File: src/rtl/dec_2x4_ack_hold_if.sv
// Handshake bundle between the priority encoder, the 2-to-4 decoder and the line consumer.
// The slave side is the decoder; the master side is the code source plus consumer.
interface dec_2x4_ack_hold_if;
    logic [1:0] in;
    logic       valid;
    logic       ready;
    logic [3:0] out;
    logic       busy;
    logic       ack;
    logic       done;
    logic       timeout;

    modport master (
        output in, valid, ack,
        input  ready, out, busy, done, timeout
    );

    modport slave (
        input  in, valid, ack,
        output ready, out, busy, done, timeout
    );
endinterface

File: src/rtl/dec_2x4_ack_hold.sv
// Registered 2-to-4 decoder: drives one line for a guaranteed minimum hold time,
// then waits for the consumer's ack or a timeout before releasing it.
module dec_2x4_ack_hold #(
    parameter int HOLD_CYCLES = 4,
    parameter int ACK_TIMEOUT = 16
) (
    input  logic                  clk,
    input  logic                  rst_n,
    dec_2x4_ack_hold_if.slave     bus
);

    typedef enum logic [1:0] {
        IDLE  = 2'd0,
        DRIVE = 2'd1,
        WAIT  = 2'd2
    } state_t;

    localparam logic [7:0] HOLD_LOAD    = 8'(HOLD_CYCLES - 1);
    localparam logic [7:0] TIMEOUT_LOAD = 8'(ACK_TIMEOUT - 1);

    state_t     state_q, state_d;
    logic [7:0] cnt_q, cnt_d;
    logic [1:0] code_q, code_d;
    logic [3:0] out_q, out_d;
    logic       ready_q, ready_d;
    logic       busy_q, busy_d;
    logic       done_q, done_d;
    logic       timeout_q, timeout_d;

    always_comb begin
        state_d   = state_q;
        cnt_d     = cnt_q;
        code_d    = code_q;
        out_d     = out_q;
        ready_d   = ready_q;
        busy_d    = busy_q;
        done_d    = 1'b0;
        timeout_d = 1'b0;

        unique case (state_q)
            IDLE: begin
                ready_d = 1'b1;
                // Accept only against the registered ready, so one handshake captures one code.
                if (bus.valid && ready_q) begin
                    code_d  = bus.in;
                    out_d   = 4'b0001 << bus.in;
                    ready_d = 1'b0;
                    busy_d  = 1'b1;
                    cnt_d   = HOLD_LOAD;
                    state_d = DRIVE;
                end
            end

            DRIVE: begin
                if (cnt_q == 8'd0) begin
                    cnt_d   = TIMEOUT_LOAD;
                    state_d = WAIT;
                end else begin
                    cnt_d = cnt_q - 8'd1;
                end
            end

            WAIT: begin
                // ack takes priority over an expiring counter at the same edge.
                if (bus.ack) begin
                    out_d   = 4'b0000;
                    done_d  = 1'b1;
                    busy_d  = 1'b0;
                    ready_d = 1'b1;
                    state_d = IDLE;
                end else if (cnt_q == 8'd0) begin
                    out_d     = 4'b0000;
                    timeout_d = 1'b1;
                    busy_d    = 1'b0;
                    ready_d   = 1'b1;
                    state_d   = IDLE;
                end else begin
                    cnt_d = cnt_q - 8'd1;
                end
            end

            default: begin
                state_d = IDLE;
                out_d   = 4'b0000;
                busy_d  = 1'b0;
            end
        endcase
    end

    always_ff @(posedge clk) begin
        if (!rst_n) begin
            state_q   <= IDLE;
            cnt_q     <= 8'd0;
            code_q    <= 2'd0;
            out_q     <= 4'b0000;
            ready_q   <= 1'b0;
            busy_q    <= 1'b0;
            done_q    <= 1'b0;
            timeout_q <= 1'b0;
        end else begin
            state_q   <= state_d;
            cnt_q     <= cnt_d;
            code_q    <= code_d;
            out_q     <= out_d;
            ready_q   <= ready_d;
            busy_q    <= busy_d;
            done_q    <= done_d;
            timeout_q <= timeout_d;
        end
    end

    assign bus.out     = out_q;
    assign bus.ready   = ready_q;
    assign bus.busy    = busy_q;
    assign bus.done    = done_q;
    assign bus.timeout = timeout_q;

endmodule

File: src/flat_wrapper.sv
// flat-port wrapper written by rule: the top's interface ports become plain ports
module dec_2x4_ack_hold_flat 
#(
    parameter int HOLD_CYCLES = 4,
    parameter int ACK_TIMEOUT = 16
)
  (clk, rst_n, bus_in, bus_valid, bus_ack, bus_ready, bus_out, bus_busy, bus_done, bus_timeout);
  dec_2x4_ack_hold_if bus_i ();
  input  logic clk;
  input  logic rst_n;
  input wire logic [$bits(bus_i.in)-1:0] bus_in;
  input wire logic [$bits(bus_i.valid)-1:0] bus_valid;
  input wire logic [$bits(bus_i.ack)-1:0] bus_ack;
  output wire logic [$bits(bus_i.ready)-1:0] bus_ready;
  output wire logic [$bits(bus_i.out)-1:0] bus_out;
  output wire logic [$bits(bus_i.busy)-1:0] bus_busy;
  output wire logic [$bits(bus_i.done)-1:0] bus_done;
  output wire logic [$bits(bus_i.timeout)-1:0] bus_timeout;
  assign bus_i.in = bus_in;
  assign bus_i.valid = bus_valid;
  assign bus_i.ack = bus_ack;
  assign bus_ready = bus_i.ready;
  assign bus_out = bus_i.out;
  assign bus_busy = bus_i.busy;
  assign bus_done = bus_i.done;
  assign bus_timeout = bus_i.timeout;
  dec_2x4_ack_hold #(.HOLD_CYCLES(HOLD_CYCLES), .ACK_TIMEOUT(ACK_TIMEOUT)) u_core (.clk(clk), .rst_n(rst_n), .bus(bus_i));
endmodule
File: config.mk
export PLATFORM = sky130hd
export DESIGN_NAME = dec_2x4_ack_hold_flat
export DESIGN_NICKNAME = d
export VERILOG_FILES = /design/src/rtl/dec_2x4_ack_hold_if.sv /design/src/rtl/dec_2x4_ack_hold.sv /design/src/flat_wrapper.sv
export SDC_FILE = /design/constraint.sdc
export NUM_CORES = 1
export LEC_CHECK = 0
export CAP_MARGIN = 20
export CORE_UTILIZATION = 65
export CTS_CLUSTER_DIAMETER = 200
export CTS_CLUSTER_SIZE = 14
export DETAILED_ROUTE_END_ITERATION = 10
export DONT_BUFFER_PORTS = 1
export PLACE_DENSITY = 0.81
export SLEW_MARGIN = 10
export SYNTH_ARGS = -nofsm -noshare
export SYNTH_HDL_FRONTEND = slang
export SYNTH_SLANG_ARGS = --single-unit
File: constraint.sdc
create_clock -name clk -period 2.7 [get_ports clk]
set_input_delay 0.135 -clock clk [delete_from_list [all_inputs] [get_ports clk]]
set_output_delay 0.135 -clock clk [all_outputs]
set_load 0.1 [all_outputs]
==> out/results.txt <==
number of register bits inferred by synthesis -> 18
upper clock frequency limit -> 0.503 GHz
worst min path class -> primary input to flop
critical path, cell by cell -> inv_1 > ha_1 > nor4b_4 > a31oi_1 > and2_1 > a311oi_1
starting DRC count in detailed routing -> 27
diode insertion count for antenna repair -> 0
count of cells along the worst hold path -> 2
final weighted congestion of routability-driven global placement -> 0.845
die outline height -> 42.0 um
number of core rows -> 14
family with the most delay on the worst path -> simple AND/OR/NAND/NOR gates
number of detailed-route iterations in the first pass -> 5
total core area -> 0.00151 mm^2
layout cells sized above 1 -> 17.5%
Cell Count, Final, Fillers Out -> 136
Routed WL -> 2130 um
worst-path fanout max -> 7
critical register-to-register path startpoint -> u_core.cnt_q[0]$_SDFFE_PN0P_
largest net degree at the start of global routing -> 12
via count of the first global-routing pass -> 805
half-perimeter wire length of the detailed placement result -> 1540 um
CP max stage delay -> 0.39 ns
number of synthesized flops with an enable pin -> 0
Root Driver -> clkbuf_4
CTS clk-pin slew, worst paths -> 0.09 ns
total power per unit cell area -> 1200 mW/mm^2
number of ports placed on the die boundary -> 14
initial antenna violation count -> 0
startpoint of the tightest hold check path -> rst_n
transition time at the pin with the least slew margin -> 0.925 ns
Remaining DRCs -> 0
level count of the clock H-tree -> 1
all-layer global routing usage -> 26.3%
largest vdd supply drop -> 720 uV
unrepaired setup endpoints after global routing -> false
initial core utilization -> 69.0%
crit path capture type -> flop
PostCTS Resize Cnt -> 0
number of filler cells placed in the layout -> 127
minimum clock period after layout -> 1.99 ns
signed area change from the synthesized netlist to the final layout -> 8.18%
count of nets left with antenna violations after detail routing -> 0
worst-path cell with the longest stage delay -> nor4b_4
static leakage power -> 0.470 nW
Setup Viol. Count Final -> 0
Die X-Extent -> 42.0 um
Die Footprint -> 0.00176 mm^2
type of the worst setup path -> flop to flop
Post-CTS Setup Inserts -> 0
CTS tree -> built
Layout Skew -> 0.00510 ns
Synth cell types -> 44
Syn Area/Cell -> 9.20 um^2
final total negative setup slack -> 0 ns
post-synthesis net count -> 123
data arrival time of the critical path -> 2.18 ns
via count -> 916
worst path required time -> 2.89 ns
combined area of all synthesized cells -> 0.00104 mm^2
endpoint of the worst hold-timing path -> u_core.bus.out[1]$_SDFFE_PN0P_
primary flip-flop cell chosen by synthesis mapping -> dfxtp_1
synthesized instance count -> 113
# Max-Cap Violations -> 0
type of origin of the critical path -> flop
post-route clock period utilization -> 73.7%
clock insertion delay at the later pin of the skew report -> 0.29 ns
routed wire length per instance -> 15.7 um
layout net count -> 132
slack of the worst reg-to-reg path -> 0.71 ns
CTS sink count -> 18
result of the run -> finished, final reports clean
final count of hold timing violations -> 0
register area share after synthesis -> 34.7%
worst rel slew slack -> 38.2%
Crit Reg-Reg Endpoint -> u_core.cnt_q[0]$_SDFFE_PN0P_
first-pass GRT wire length -> 3590 um
share of flip-flops with an asynchronous set or reset -> 0%
residual overflow from global routing -> 0
number of buffers added by the clock tree synthesis step -> 3
number of warnings issued by yosys -> 0
WP buf/inv -> 1
fraction of the core area covered by cells at the end of the flow -> 74.7%
Worst Reg2Reg Path Length in Cells -> 6
Placed Instances -> 131
Max Transition Viols Final -> 0
Hold-fix buffers, CTS -> 1
post-DR vias/cell -> 6.74
maximum number of buffers from clock root to sink -> 2
Port-buffer cells -> 0
[worst max path at each step]
stage	start	cells after the start	endpoint	slack [ns]
2_1_floorplan	u_core.bus.ready$_SDFFE_PN0P_	4	u_core.cnt_q[3]$_SDFFE_PN0P_	0.74
3_3_place_gp	u_core.state_q[0]$_SDFFE_PN0P_	6	u_core.cnt_q[5]$_SDFFE_PN0P_	0.81
3_5_place_dp	u_core.cnt_q[0]$_SDFFE_PN0P_	6	u_core.bus.out[3]$_SDFFE_PN0P_	0.75
4_1_cts	u_core.cnt_q[0]$_SDFFE_PN0P_	6	u_core.bus.out[3]$_SDFFE_PN0P_	0.73
5_1_grt	u_core.cnt_q[0]$_SDFFE_PN0P_	6	u_core.cnt_q[0]$_SDFFE_PN0P_	0.52
6_report	u_core.cnt_q[0]$_SDFFE_PN0P_	6	u_core.cnt_q[0]$_SDFFE_PN0P_	0.71
[per-layer routing]
metal	part of all wire [%]	routed length, um	track usage, %
met1	42	893	34.1
met2	50	1060	41.9
met3	7.0	150	5.17
met4	1.4	29	12.9
met5	0	0	0
[stage by stage]
stage | total power [W] | setup WS [ns] | cell area [um^2] | hold slack [ns]
detailed placement | 0.00120 | 0.752 | 1080 | 0.287
global route | 0.00144 | 0.521 | 1120 | 0.00432
floorplan | 0.00108 | 0.741 | 1040 | 0.288
CTS | 0.00134 | 0.735 | 1110 | 0.000914
finish | 0.00135 | 0.711 | 1120 | 0.00991
global placement | 0.00119 | 0.808 | 1080 | 0.284
[sequential cells by signal, indices dropped and copies added, names as in the netlist]
register and cells:
u_core.bus.busy 1, u_core.bus.done 1, u_core.bus.out 4, u_core.bus.ready 1, u_core.bus.timeout 1, u_core.cnt_q 8
u_core.state_q 2
[area by class of cell]
class | instances | area, um^2 | area share [%]
sequential | 18 | 360 | 32.0
clock buffer | 3 | 22.5 | 2.00
multi-input combinational | 84 | 631 | 56.1
timing repair buffer | 8 | 65.1 | 5.78
tap | 16 | 20.0 | 1.78
inverter | 7 | 26.3 | 2.34
[Yosys cell counts, drive strengths merged, types with 3 or more instances]
| cell | instances | area (um^2) |
|---|---|---|
| nor2 | 3 | 11.3 |
| inv | 7 | 26.3 |
| mux2i | 7 | 70.1 |
| ha | 4 | 50.1 |
| and2 | 4 | 27.5 |
| o21ai | 6 | 30.0 |
| a21oi | 7 | 35.0 |
| clkbuf | 3 | 11.3 |
| nor3 | 3 | 20.0 |
| dfxtp | 18 | 360 |
| o2bb2ai | 4 | 35.0 |
| nand2 | 9 | 33.8 |
| a21boi | 3 | 37.5 |
[power by group]
| group | internal (W) | total (W) | switching (W) |
|---|---|---|---|
| sequential | 0.000318 | 0.000370 | 0.0000518 |
| clock | 0.0000518 | 0.000129 | 0.0000773 |
| combinational | 0.000318 | 0.000851 | 0.000533 |
[cells in the final DEF (no fill, tap or decap), types with 2 or more instances in the layout]
cell	count
nor2_1	3
inv_1	7
buf_4	6
and2_2	2
dlygate4sd3_1	2
or2_2	2
a21oi_1	7
a311oi_1	2
clkbuf_4	3
nand4b_1	2
ha_1	4
nor2b_1	2
a2111oi_0	2
nand2_1	9
nor3b_1	2
a31oi_1	2
o2bb2ai_1	4
nor3_1	2
mux2i_1	7
and3_1	2
o21ai_0	6
dfxtp_1	18
and2_1	2
[cell families (layout without fill, tap and decap cells)]
group                    count (synthesis)  after routing  share of synthesized area [%]
flip-flops                              18             18                           34.7
adder cells (fa/ha/maj)                  4              4                           4.81
AND/OR/NAND/NOR                         37             37                           23.0
multiplexers                             7              7                           6.74
buffers and inverters                   11             18                           4.69
AO/OA/AOI/OAI                           36             36                           26.1
Power figures use the tool's default switching activity.
